`src/rtl/spm_pkg.sv`:
```
// rtl/spm_pkg.sv - shared state encoding and latency helper for the serial-parallel multiplier
package spm_pkg;

    typedef enum logic [1:0] {
        ST_IDLE = 2'd0,
        ST_RUN  = 2'd1,
        ST_DONE = 2'd2
    } spm_state_e;

    // Edges from the accepting edge until done is raised.
    function automatic int spm_latency(input int w);
        return 2 * w + 1;
    endfunction

endpackage

```
`src/rtl/spm_cell.sv`:
```
// rtl/spm_cell.sv - one bit-slice of the serial-parallel multiplier array
module spm_cell (
    input  logic clk,
    input  logic rst,
    input  logic clr_i,
    input  logic en_i,
    input  logic mode_i,
    input  logic x_i,
    input  logic y_i,
    input  logic sum_i,
    output logic sum_o
);

    logic s_q, c_q;
    logic s_d, c_d;
    logic a;

    // mode_i=1 turns the slice into a serial two's-complement negator; c_q then remembers a seen 1.
    always_comb begin
        a   = x_i & y_i;
        s_d = 1'b0;
        c_d = 1'b0;
        if (mode_i) begin
            s_d = a ^ c_q;
            c_d = c_q | a;
        end else begin
            {c_d, s_d} = {1'b0, a} + {1'b0, sum_i} + {1'b0, c_q};
        end
    end

    always_ff @(posedge clk) begin
        if (rst || clr_i) begin
            s_q <= 1'b0;
            c_q <= 1'b0;
        end else if (en_i) begin
            s_q <= s_d;
            c_q <= c_d;
        end
    end

    assign sum_o = s_q;

endmodule

```
`src/rtl/spm_seq_mult.sv`:
```
// rtl/spm_seq_mult.sv - serial-parallel multiplier with start/done handshake and signed/unsigned mode
module spm_seq_mult
    import spm_pkg::*;
#(
    parameter int WIDTH = 8
) (
    input  logic                 clk,
    input  logic                 rst,
    input  logic                 start,
    input  logic                 signed_mode,
    input  logic [WIDTH-1:0]     x,
    input  logic [WIDTH-1:0]     y,
    output logic                 busy,
    output logic                 done,
    output logic [2*WIDTH-1:0]   product
);

    localparam int CW = $clog2(2 * WIDTH + 2);
    localparam logic [CW-1:0] CNT_LAST = CW'(spm_latency(WIDTH) - 1);
    localparam logic [CW-1:0] CNT_W    = CW'(WIDTH);

    spm_state_e          state_q;
    logic [CW-1:0]       cnt_q;
    logic [WIDTH-1:0]    x_q, y_q;
    logic                sm_q;
    logic                busy_q, done_q;
    logic [2*WIDTH-1:0]  prod_q, prod_d;

    logic                accept;
    logic                cell_en;
    logic                ybit;
    logic [WIDTH-1:0]    y_sh;
    logic [WIDTH-1:0]    s_vec;

    always_comb begin
        accept  = start && (state_q != ST_RUN);
        cell_en = (state_q == ST_RUN) && (cnt_q < CNT_LAST);
        y_sh    = y_q >> cnt_q;
        // Past the top multiplier bit, feed sign extension (signed) or zeros (unsigned).
        ybit    = (cnt_q < CNT_W) ? y_sh[0] : (sm_q & y_q[WIDTH-1]);
        prod_d  = {s_vec[0], prod_q[2*WIDTH-1:1]};
    end

    for (genvar i = 0; i < WIDTH; i++) begin : g_cell
        if (i == WIDTH - 1) begin : g_msb
            spm_cell u_cell (
                .clk    (clk),
                .rst    (rst),
                .clr_i  (accept),
                .en_i   (cell_en),
                .mode_i (sm_q),
                .x_i    (x_q[i]),
                .y_i    (ybit),
                .sum_i  (1'b0),
                .sum_o  (s_vec[i])
            );
        end else begin : g_low
            spm_cell u_cell (
                .clk    (clk),
                .rst    (rst),
                .clr_i  (accept),
                .en_i   (cell_en),
                .mode_i (1'b0),
                .x_i    (x_q[i]),
                .y_i    (ybit),
                .sum_i  (s_vec[i+1]),
                .sum_o  (s_vec[i])
            );
        end
    end

    always_ff @(posedge clk) begin
        if (rst) begin
            state_q <= ST_IDLE;
            cnt_q   <= '0;
            x_q     <= '0;
            y_q     <= '0;
            sm_q    <= 1'b0;
            busy_q  <= 1'b0;
            done_q  <= 1'b0;
            prod_q  <= '0;
        end else begin
            case (state_q)
                ST_IDLE, ST_DONE: begin
                    done_q <= 1'b0;
                    if (start) begin
                        x_q     <= x;
                        y_q     <= y;
                        sm_q    <= signed_mode;
                        prod_q  <= '0;
                        cnt_q   <= '0;
                        busy_q  <= 1'b1;
                        state_q <= ST_RUN;
                    end else begin
                        state_q <= ST_IDLE;
                    end
                end
                ST_RUN: begin
                    cnt_q <= cnt_q + 1'b1;
                    // The cell-0 sum is registered, so capture lags the feed by one edge.
                    if (cnt_q != '0) prod_q <= prod_d;
                    if (cnt_q == CNT_LAST) begin
                        busy_q  <= 1'b0;
                        done_q  <= 1'b1;
                        state_q <= ST_DONE;
                    end
                end
                default: state_q <= ST_IDLE;
            endcase
        end
    end

    assign busy    = busy_q;
    assign done    = done_q;
    assign product = prod_q;

endmodule
```
`config.mk`:
```
export PLATFORM = sky130hd
export DESIGN_NAME = spm_seq_mult
export DESIGN_NICKNAME = d
export VERILOG_FILES = /design/src/rtl/spm_pkg.sv /design/src/rtl/spm_cell.sv /design/src/rtl/spm_seq_mult.sv
export SDC_FILE = /design/constraint.sdc
export NUM_CORES = 1
export LEC_CHECK = 0
export ABC_AREA = 0
export CAP_MARGIN = 15
export CORE_AREA = 3 3 98 100
export DETAILED_ROUTE_END_ITERATION = 16
export DIE_AREA = 0 0 101 103
export MAX_ROUTING_LAYER = met4
export PLACE_DENSITY_LB_ADDON = 0.2
export SLEW_MARGIN = 20
export SYNTH_ARGS = -nofsm -noshare
export SYNTH_HDL_FRONTEND = slang
export SYNTH_SLANG_ARGS = --single-unit
```
`constraint.sdc`:
```
create_clock -name clk -period 5.1 [get_ports clk]
set_input_delay 0.765 -clock clk [delete_from_list [all_inputs] [get_ports clk]]
set_output_delay 0.765 -clock clk [all_outputs]
set_load 0.005 [all_outputs]
```
======== Word level (Yosys, flattened, before mapping) ========
Index checks and enable logic that the tools add are counted.
W data, S select, Z words.
word-level totals
  word-level logic and storage cells ...... 89
  flip-flop bits (word level) ............. 58
  input port bits ......................... 20
operators by class
  reductions and logical operators ........ 12
  bitwise logic cells ..................... 11
  shifts and indexed selects .............. 1
  multiplexer cells ....................... 16
  order comparisons ....................... 2
  $add $sub $neg .......................... 16
  equality and inequality tests ........... 7
operator list
  operator               number
  $mux W16               2
  $pmux W16 S2           1
  $add A1 B1 Y2          8
  $add A2 B1 Y2          7
  $pmux W5 S2            1
  $and A1 B1 Y1          9
  $shr A8 B5 Y1          1
  $mux W1                7
  $ne A2 B1 Y1 const B   3
  $reduce_and A2 Y1      3
  $reduce_and A3 Y1      2
  $add A5 B1 Y5 const B  1
  $eq A5 B5 Y1 const B   1
  $lt A5 B4 Y1 const B   1
  $lt A5 B5 Y1 const B   1
  $mux W5                1
  $reduce_bool A5 Y1     1
  $pmux W1 S2            2
  $pmux W2 S2            1
  $eq A2 B1 Y1 const B   1
  $eq A2 B2 Y1 const B   1
  $logic_and A1 B1 Y1    2
  $logic_not A2 Y1       1
  $mux W2                1
  6 further kinds        6

======== Depth between registers and ports, before layout ========
Gate-level depths: netlist (run 1).
  word-level depth ........................ 5
  mapped depth ............................ 11
  mapped depth without buffers ............ 9

======== Cells and area by module ========
A second synthesis (run 1) with hierarchy kept.
unflattened totals
  cells, all modules ...................... 327
  area total of the unflattened synthesis .. 2979.1 µm²
modules (own cells, without submodules)
  module        instances  area an instance (µm²)  cells each
  spm_seq_mult  1          1798.0                  207
  spm_cell      8          147.6                   15

======== Worst setup path after synthesis (run 1) ========
No wires, ideal clock.
  path type ............................... reg2reg
  start ................................... register cnt_q[0]
  end ..................................... register g_cell[3].g_low.u_cell.s_q
  path buffers ............................ 2
  clock period less this slack ............ 2.400 ns
  stages on the path, launching flop included .. 10
  arrival time ............................ 2.330 ns
  slack ................................... 2.700 ns
  path through ............................ dfxtp_1 > buf_6 > mux2_4 > and3_1 > or4b_1 > buf_2 > and3_1 > fa_1 > nand2_1 > a21oi_1
between the ends
  word-level cells in the longest chain between the ends .. 5
  elaborated cells on any way between the ends .. 8
  those cells by class .................... add/sub: 2; order compare: 2; shift: 1; mux: 1; bitwise: 1; reduce/logical: 1
ends and longest elaborated chain
  element                                        RTL line                                text
  start, declared                                spm_seq_mult.sv:23                      logic [CW-1:0] cnt_q;
  start signal, assigned                         spm_seq_mult.sv:99                      cnt_q <= cnt_q + 1'b1;
  $lt A5 B4 Y1 or $shr A8 B5 Y1 (tied branches)  spm_seq_mult.sv:40, spm_seq_mult.sv:38
  $mux W1 *                                      spm_seq_mult.sv:40                      ybit = (cnt_q < CNT_W) ? y_sh[0] : (sm_q & y_q[WIDTH-1]);
  $and A1 B1 Y1 *                                spm_cell.sv:20                          a = x_i & y_i;
  $add A1 B1 Y2 *                                spm_cell.sv:27                          {c_d, s_d} = {1'b0, a} + {1'b0, sum_i} + {1'b0, c_q};
  $add A2 B1 Y2 *                                spm_cell.sv:27
  via g_cell[3].g_low.u_cell.s_d                 spm_cell.sv:15                          logic s_d, c_d;
  end signal, assigned                           spm_cell.sv:33                          s_q <= 1'b0;
  end signal, assigned                           spm_cell.sv:36                          s_q <= s_d;
  end, declared                                  spm_cell.sv:14                          logic s_q, c_q;
The timed path passes the listed nets; every way through them passes the cells marked *.
A chain may end at the register's enable or synchronous reset.

======== Worst setup path in the final report (run 1) ========
  start ................................... register cnt_q[0]
  end ..................................... register g_cell[4].g_low.u_cell.s_q
between the ends
  word-level cells in the longest chain between the ends .. 5
  elaborated cells on any way between the ends .. 8
  those cells by class .................... add/sub: 2; order compare: 2; shift: 1; mux: 1; bitwise: 1; reduce/logical: 1
ends and longest elaborated chain
  element                                        RTL line
  $lt A5 B4 Y1 or $shr A8 B5 Y1 (tied branches)  spm_seq_mult.sv:40, spm_seq_mult.sv:38
  $mux W1 *                                      spm_seq_mult.sv:40
  $and A1 B1 Y1 *                                spm_cell.sv:20
  $add A1 B1 Y2 *                                spm_cell.sv:27
  $add A2 B1 Y2 *                                spm_cell.sv:27
  via g_cell[4].g_low.u_cell.s_d                 spm_cell.sv:15
  end signal, assigned                           spm_cell.sv:33
  end signal, assigned                           spm_cell.sv:36
  end, declared                                  spm_cell.sv:14
Marked as above.

==> results of run 1 <==
[worst max path at each step]
stage | from | endpoint | slack (ns) | depth (start not counted)
floorplan | cnt_q[0]$_SDFFE_PP0P_ | g_cell[3].g_low.u_cell.sum_o$_SDFFE_PP0P_ | 2.70 | 9
global placement | cnt_q[0]$_SDFFE_PP0P_ | g_cell[3].g_low.u_cell.sum_o$_SDFFE_PP0P_ | 2.47 | 7
detailed placement | cnt_q[0]$_SDFFE_PP0P_ | g_cell[4].g_low.u_cell.sum_o$_SDFFE_PP0P_ | 2.44 | 7
CTS | cnt_q[0]$_SDFFE_PP0P_ | g_cell[4].g_low.u_cell.sum_o$_SDFFE_PP0P_ | 2.41 | 7
global route | cnt_q[0]$_SDFFE_PP0P_ | g_cell[3].g_low.u_cell.sum_o$_SDFFE_PP0P_ | 2.24 | 7
finish | cnt_q[0]$_SDFFE_PP0P_ | g_cell[4].g_low.u_cell.sum_o$_SDFFE_PP0P_ | 2.43 | 7
[tightest hold or removal path: stages (launching register included)]
cell and delay (ns):
dfxtp_1 0.31, nand2_1 0.05, a21oi_1 0.05
[per-stage QoR]
stage / power [uW] / std cells
5_1_grt: 1089 / 427
4_1_cts: 1057 / 427
3_5_place_dp: 581.7 / 411
3_3_place_gp: 580.7 / 411
2_1_floorplan: 548.6 / 283
6_report: 1039 / 427
[layout make-up]
type / count / area (um2)
Clock buffer: 11 / 141.4
Inverter: 12 / 45.04
Tap cell: 108 / 135.1
Sequential cell: 58 / 1161
Multi-Input combinational cell: 193 / 1147
Timing Repair Buffer: 40 / 392.9
Fill cell: 926 / 5663
Clock inverter: 5 / 77.57
[cells by family (layout without fill, tap and decap cells)]
group | after synthesis | count (layout) | share of synthesized area
AO/OA/AOI/OAI | 60 | 60 | 0.1579
adder cells (fa/ha/maj) | 11 | 11 | 0.07791
buffers and inverters | 32 | 68 | 0.05433
flip-flops | 58 | 58 | 0.4757
multiplexers | 7 | 7 | 0.03178
AND/OR/NAND/NOR | 115 | 115 | 0.2025
[where the power goes]
part           switching [uW]  total, uW  internal, uW
Combinational            53.1       90.6          37.5
Clock                     183        469           287
Sequential               10.7        479           468
[cell usage after synthesis (3+ instances only)]
master / count
nand2b_1: 3
clkbuf_1: 14
ha_1: 4
fa_1: 7
nor2_1: 37
nand3_1: 7
and3_1: 5
inv_1: 12
a211oi_1: 9
a22oi_1: 17
mux2i_1: 4
nand2_1: 53
buf_2: 4
dfxtp_1: 58
a21oi_1: 28
[cells in the final DEF, fill, tap and decap left out, drive strengths merged, types with 3 or more instances in the layout]
cell type | synthesis | final
dfxtp | 58 | 58
fa | 7 | 7
nand2b | 3 | 3
clkbuf | 14 | 11
nand3 | 7 | 7
buf | 6 | 3
ha | 4 | 4
and3 | 5 | 5
a22oi | 17 | 17
mux2i | 4 | 4
a21oi | 28 | 28
inv | 12 | 12
nor2 | 37 | 37
nand2 | 53 | 53
clkdlybuf4s50 | 0 | 37
mux2 | 3 | 3
a211oi | 9 | 9
[routing by layer]
metal	up-vias	wire, um
li1	1008	-
met1	903	2497
met2	32	2514
met3	5	234
met4	0	59
met5	-	0
[flip-flops by register name, indices dropped and copies added (netlist names)]
register,flops
g_cell.g_low.u_cell.sum_o,7
cnt_q,5
sm_q,1
state_q,2
g_cell.g_msb.u_cell.c_q,1
product,16
g_cell.g_low.u_cell.c_q,7
g_cell.g_msb.u_cell.sum_o,1
y_q,8
done,1
busy,1
x_q,8
==> metrics.md, run 1 <==
| Metric | Value |
|---|---|
| Height of the die | `103 um` |
| Status | `completed` |
| Area leader, netlist | `dfxtp_1` |
| Slew HR | `0.4715` |
| Synth Instances | `283` |
| First-pass GRT wire length | `9.004 mm` |
| Cts bufs inserted | `9` |
| Yosys cell types | `32` |
| Period utilization | `0.5238` |
| # IOs | `38` |
| Seq/Total Area, Yosys | `0.4757` |
| Starting density of the core | `0.2786` |
| Share of layout cells above drive strength 1 | `0.07210` |
| Critical path fanouts, max | `9` |
| Final WS setup | `2.429 ns` |
| Placement Cell Area | `2882 um2` |
| Routed Antenna Nets | `0` |
| Crit path max-delay family | `simple AND/OR/NAND/NOR gates` |
| Pwr dens | `335.0 nW/um2` |
| Crit. End Element | `flop` |
| CTS max path bufs | `2` |
| Leakage | `0.001100 uW` |
| Clock sinks | `58` |
| Critical Path Max Stage Delay | `0.68 ns` |
| Hold Crit Class | `flop to flop` |
| Initial antenna violation count | `0` |
| Ys flop type | `dfxtp_1` |
| Setup Skew | `0.006562 ns` |
| Path depth of the worst reg2reg path | `7` |
| Fin. Hold Viols | `0` |
| Final instance area | `3100 um2` |
| GR Util met1 | `0.1345` |
| Slew @ Worst Pin | `0.7928 ns` |
| Hold Path Stages | `2` |
| Most used routing layer | `met2` |
| Final WL | `5.305 mm` |
| Core ar. | `8763 um2` |
| Final RePlAce weighted congestion | `0.7767` |
| Crit-path cells | `mux2_4 > and3_1 > or4b_1 > and3_1 > fa_1 > nand2_1 > a21oi_1` |
| Vias in the first global route | `1903` |
| Minimum clock period | `2.671 ns` |
| RSZ-0062 raised after global routing | `no` |
| R2r setup slk | `2.43 ns` |
| Total Routing Usage GR | `0.1149` |
| Initial DRC count | `53` |
| Final Slew Violations | `0` |
| CP bufs+invs | `0` |
| Most frequent CP cell | `and3_1` |
| Share of flip-flops with an asynchronous set or reset | `0` |
| # Post-CTS Setup Buffers | `0` |
| Synth top area share | `0.4757` |
| CP Class | `flop to flop` |
| Met2 usage | `0.1823` |
| Setup TNS | `0 ns` |
| Die width | `101 um` |
| Syn Nets | `314` |
| CP startpoint kind | `flop` |
| Crit path arrival time | `2.92 ns` |
| Antenna Cells | `0` |
| DRC viols | `0` |
| FF+latch count, synth | `58` |
| # rows | `34` |
| CP max-delay cell | `or4b_1` |
| Utilization after layout | `0.3538` |
| # port buffers | `37` |
| Hold_buf cts | `0` |
| Via count | `1948` |
| Final Setup Violations | `0` |
| Hold path start | `x_q[4]$_SDFFE_PP0P_` |
| Nets | `345` |
| Insertion delay to the later sink of the worst-skew pair | `0.33 ns` |
| Max-cap viol count | `0` |
| Placement Setup Slack | `2.439 ns` |
| Wire per inst | `12.42 um` |
| Yosys warns | `0` |
| WHS Endpoint | `x_q[4]$_SDFFE_PP0P_` |
| Die Footprint | `10400 um2` |
| DRT Pass-1 Iters | `6` |
| Hold slack | `0.4582 ns` |
| Pin count of the biggest net entering global routing | `44` |
| Max frequency | `0.3744 GHz` |
| Detailed placement HPWL | `3.454 mm` |
| Reg-to-Reg End | `g_cell[4].g_low.u_cell.sum_o$_SDFFE_PP0P_` |
| Worst EP required | `5.35 ns` |
| Clock H-tree levels | `3` |
| Area Overhead vs Synth | `27.01%` |
| Number of enable flip-flop cells after synthesis | `0` |
| Gates resized, CTS repair | `0` |
| FF-to-FF Start | `cnt_q[0]$_SDFFE_PP0P_` |
| Drt via density | `4.562` |
| Met3 Use GR | `0.04060` |
| Grt total ovfl | `0` |
| TritonCTS clock tree | `done` |
| Clk root buf | `clkbuf_8` |
| Area contributors post-synth | `dfxtp_1 48%, nand2_1 8.1%, a21oi_1 5.7%` |
| Clock-pin transition on the worst setup and hold timing paths | `0.07 ns` |
| Peak supply drop | `0.0001220 V` |
| Post-Syn Area | `2441 um2` |
| Syn_area_per_cell | `8.626 um2` |
(Power assumes the default switching activity.)
==> run 2: changes to the inputs <==
Clock period 5.1 ns to 2.41 ns, I/O delays scaled along.
==> metrics.md, run 2 (same netlist as run 1, synthesis figures left out) <==
| Metric | Value |
|---|---|
| Clock sinks | `58 (unchanged)` |
| Die Footprint | `10400 um2 (unchanged)` |
| Grt total ovfl | `0 (unchanged)` |
| Setup TNS | `0 ns (unchanged)` |
| Routed Antenna Nets | `0 (unchanged)` |
| Drt via density | `4.577 (was 4.562)` |
| Crit. End Element | `flop (unchanged)` |
| Share of layout cells above drive strength 1 | `0.1131 (was 0.07210)` |
| Hold path start | `y_q[0]$_SDFFE_PP0P_ (was x_q[4]$_SDFFE_PP0P_)` |
| Sequential power share | `0.454 (was 0.461)` |
| Peak supply drop | `0.0002472 V (was 0.0001220 V)` |
| Dpl cells | `418 (was 411)` |
| Critical path fanouts, max | `6 (was 9)` |
| # port buffers | `37 (unchanged)` |
| Crit path launch | `cnt_q[0]$_SDFFE_PP0P_ (unchanged)` |
| Starting density of the core | `0.2786 (unchanged)` |
| Cts bufs inserted | `9 (unchanged)` |
| Pin count of the biggest net entering global routing | `43 (was 44)` |
| Vias in the first global route | `1944 (was 1903)` |
| Int Pwr | `1694 uW (was 792.2 uW)` |
| Critical Path Max Stage Delay | `0.58 ns (was 0.68 ns)` |
| Slew HR | `0.5431 (was 0.4715)` |
| Max frequency | `0.4295 GHz (was 0.3744 GHz)` |
| Register Area | `1162 um2 (was 1161 um2)` |
| Pwr dens | `694.9 nW/um2 (was 335.0 nW/um2)` |
| Initial antenna violation count | `0 (unchanged)` |
| Final Setup Violations | `0 (unchanged)` |
| DRT Pass-1 Iters | `4 (was 6)` |
| Final WS setup | `0.08195 ns (was 2.429 ns)` |
| Worst EP required | `2.66 ns (was 5.35 ns)` |
| Max reg flops | `16 (unchanged)` |
| # rows | `34 (unchanged)` |
| Fin. Hold Viols | `0 (unchanged)` |
| CTS max path bufs | `2 (unchanged)` |
| Clk root buf | `clkbuf_8 (unchanged)` |
| Hold Crit Class | `flop to flop (unchanged)` |
| Detailed placement HPWL | `3.625 mm (was 3.454 mm)` |
| CP Class | `flop to flop (unchanged)` |
| Initial DRC count | `78 (was 53)` |
| Status | `completed (unchanged)` |
| Total Routing Usage GR | `0.1165 (was 0.1149)` |
| Crit-path cells | `mux2_4 > and3_1 > or4b_4 > buf_4 > nand3_1 > fa_1 > a211oi_1 (was mux2_4 > and3_1 > or4b_1 > and3_1 > fa_1 > nand2_1 > a21oi_1)` |
| Final WL | `5.391 mm (was 5.305 mm)` |
| Antenna Cells | `0 (unchanged)` |
| Crit path max-delay family | `simple AND/OR/NAND/NOR gates (unchanged)` |
| Net Switching | `532.4 uW (was 246.5 uW)` |
| Height of the die | `103 um (unchanged)` |
| Leakage | `0.001150 uW (was 0.001100 uW)` |
| Wire per inst | `12.39 um (was 12.42 um)` |
| CP startpoint kind | `flop (unchanged)` |
| CP max-delay cell | `or4b_4 (was or4b_1)` |
| Final RePlAce weighted congestion | `0.7278 (was 0.7767)` |
| FF-to-FF Start | `cnt_q[0]$_SDFFE_PP0P_ (unchanged)` |
| Most frequent cells in the layout | `57 x dfxtp_1, 53 x nand2_1, 37 x nor2_1, 37 x clkdlybuf4s50_1, 28 x a21oi_1 (was 58 x dfxtp_1, 53 x nand2_1, 37 x nor2_1, 37 x clkdlybuf4s50_1, 28 x a21oi_1)` |
| TritonCTS clock tree | `done (unchanged)` |
| RSZ-0062 raised after global routing | `yes (was no)` |
| Period utilization | `0.9660 (was 0.5238)` |
| First-pass GRT wire length | `9.073 mm (was 9.004 mm)` |
| Combinational power share | `0.098 (was 0.087)` |
| Area Overhead vs Synth | `31.27% (was 27.01%)` |
| Max-cap viol count | `0 (unchanged)` |
| Multi-input gate area | `1170 um2 (was 1147 um2)` |
| Insertion delay to the later sink of the worst-skew pair | `0.34 ns (was 0.33 ns)` |
| Via count | `1991 (was 1948)` |
| Crit path arrival time | `2.58 ns (was 2.92 ns)` |
| DRC viols | `0 (unchanged)` |
| # IOs | `38 (unchanged)` |
| Clock power share | `0.448 (was 0.452)` |
| Final std cells w/o fill | `435 (was 427)` |
| Core ar. | `8763 um2 (unchanged)` |
| Clock-pin transition on the worst setup and hold timing paths | `0.07 ns (about the same)` |
| Setup Skew | `0.01220 ns (was 0.006562 ns)` |
| FILL cells | `922 (was 926)` |
| Switching share of power | `0.2391 (was 0.2373)` |
| Placement Setup Slack | `-0.04359 ns (was 2.439 ns)` |
| Slew @ Worst Pin | `0.6853 ns (was 0.7928 ns)` |
| Commonest non-fill, non-tap cell in the layout | `dfxtp_1 (unchanged)` |
| Minimum clock period | `2.328 ns (was 2.671 ns)` |
| Hold_buf cts | `0 (unchanged)` |
| Die width | `101 um (unchanged)` |
| Nets | `353 (was 345)` |
| CP bufs+invs | `1 (was 0)` |
| Clock H-tree levels | `3 (unchanged)` |
| Final Slew Violations | `0 (unchanged)` |
## run 2: metal layers
| metal | part of all wire | up-vias | GRT usage |
|---|---|---|---|
| li1 | - | 1036 | - |
| met1 | 0.48 | 912 | 0.1410 |
| met2 | 0.46 | 36 | 0.1808 |
| met3 | 0.046 | 7 | 0.03721 |
| met4 | 0.011 | 0 | 0.04601 |
| met5 | 0 | - | - |
## run 2: worst paths after layout
path	depth (start not counted)	endpoint	slack [ns]
min reg2reg	2	y_q[0]$_SDFFE_PP0P_	0.45
min	2	y_q[0]$_SDFFE_PP0P_	0.45
max reg2reg	7	g_cell[0].g_low.u_cell.sum_o$_SDFFE_PP0P_	0.08
max	7	g_cell[0].g_low.u_cell.sum_o$_SDFFE_PP0P_	0.08
## run 2: layout make-up
cell class	instances	area share
inverter	12	0.01406
clock inverter	5	0.02421
sequential	58	0.3627
multi-input combinational	193	0.3651
tap	108	0.04217
clock buffer	11	0.04412
timing repair buffer	48	0.1476
## run 2: worst min-delay path, cell delays in order (launching register included)
cell and delay, ns:
dfxtp_1 0.31, nand2_1 0.05, a21oi_1 0.05
## run 2: power groups by stage
stage	logic [uW]	clock network [uW]	registers, uW
floorplan	135	0	1030
global placement	210	0	1030
detailed placement	212	0	1030
CTS	214	1020	1010
global route	247	1070	1020
finish	218	997	1010
## run 2: per-stage QoR
stage	cell area, um2	utilization	total power (uW)	hold slack (ns)
after floorplan	2441	-	1161	0.4319
after global placement	2947	0.3362	1243	0.4445
after detailed placement	2947	0.3362	1244	0.4489
after CTS	3169	0.3617	2247	0.4585
after global routing	3204	0.3656	2332	0.4720
final	3204	0.3656	2227	0.4547
## run 2: timing repair
| item | 4_1_cts | 5_1_grt |
|---|---|---|
| pin swaps | 0 | 3 |
| setup endpoints to repair | 6 | 7 |
| setup buffers | 0 | 1 |
| gates resized for setup | 1 | 7 |
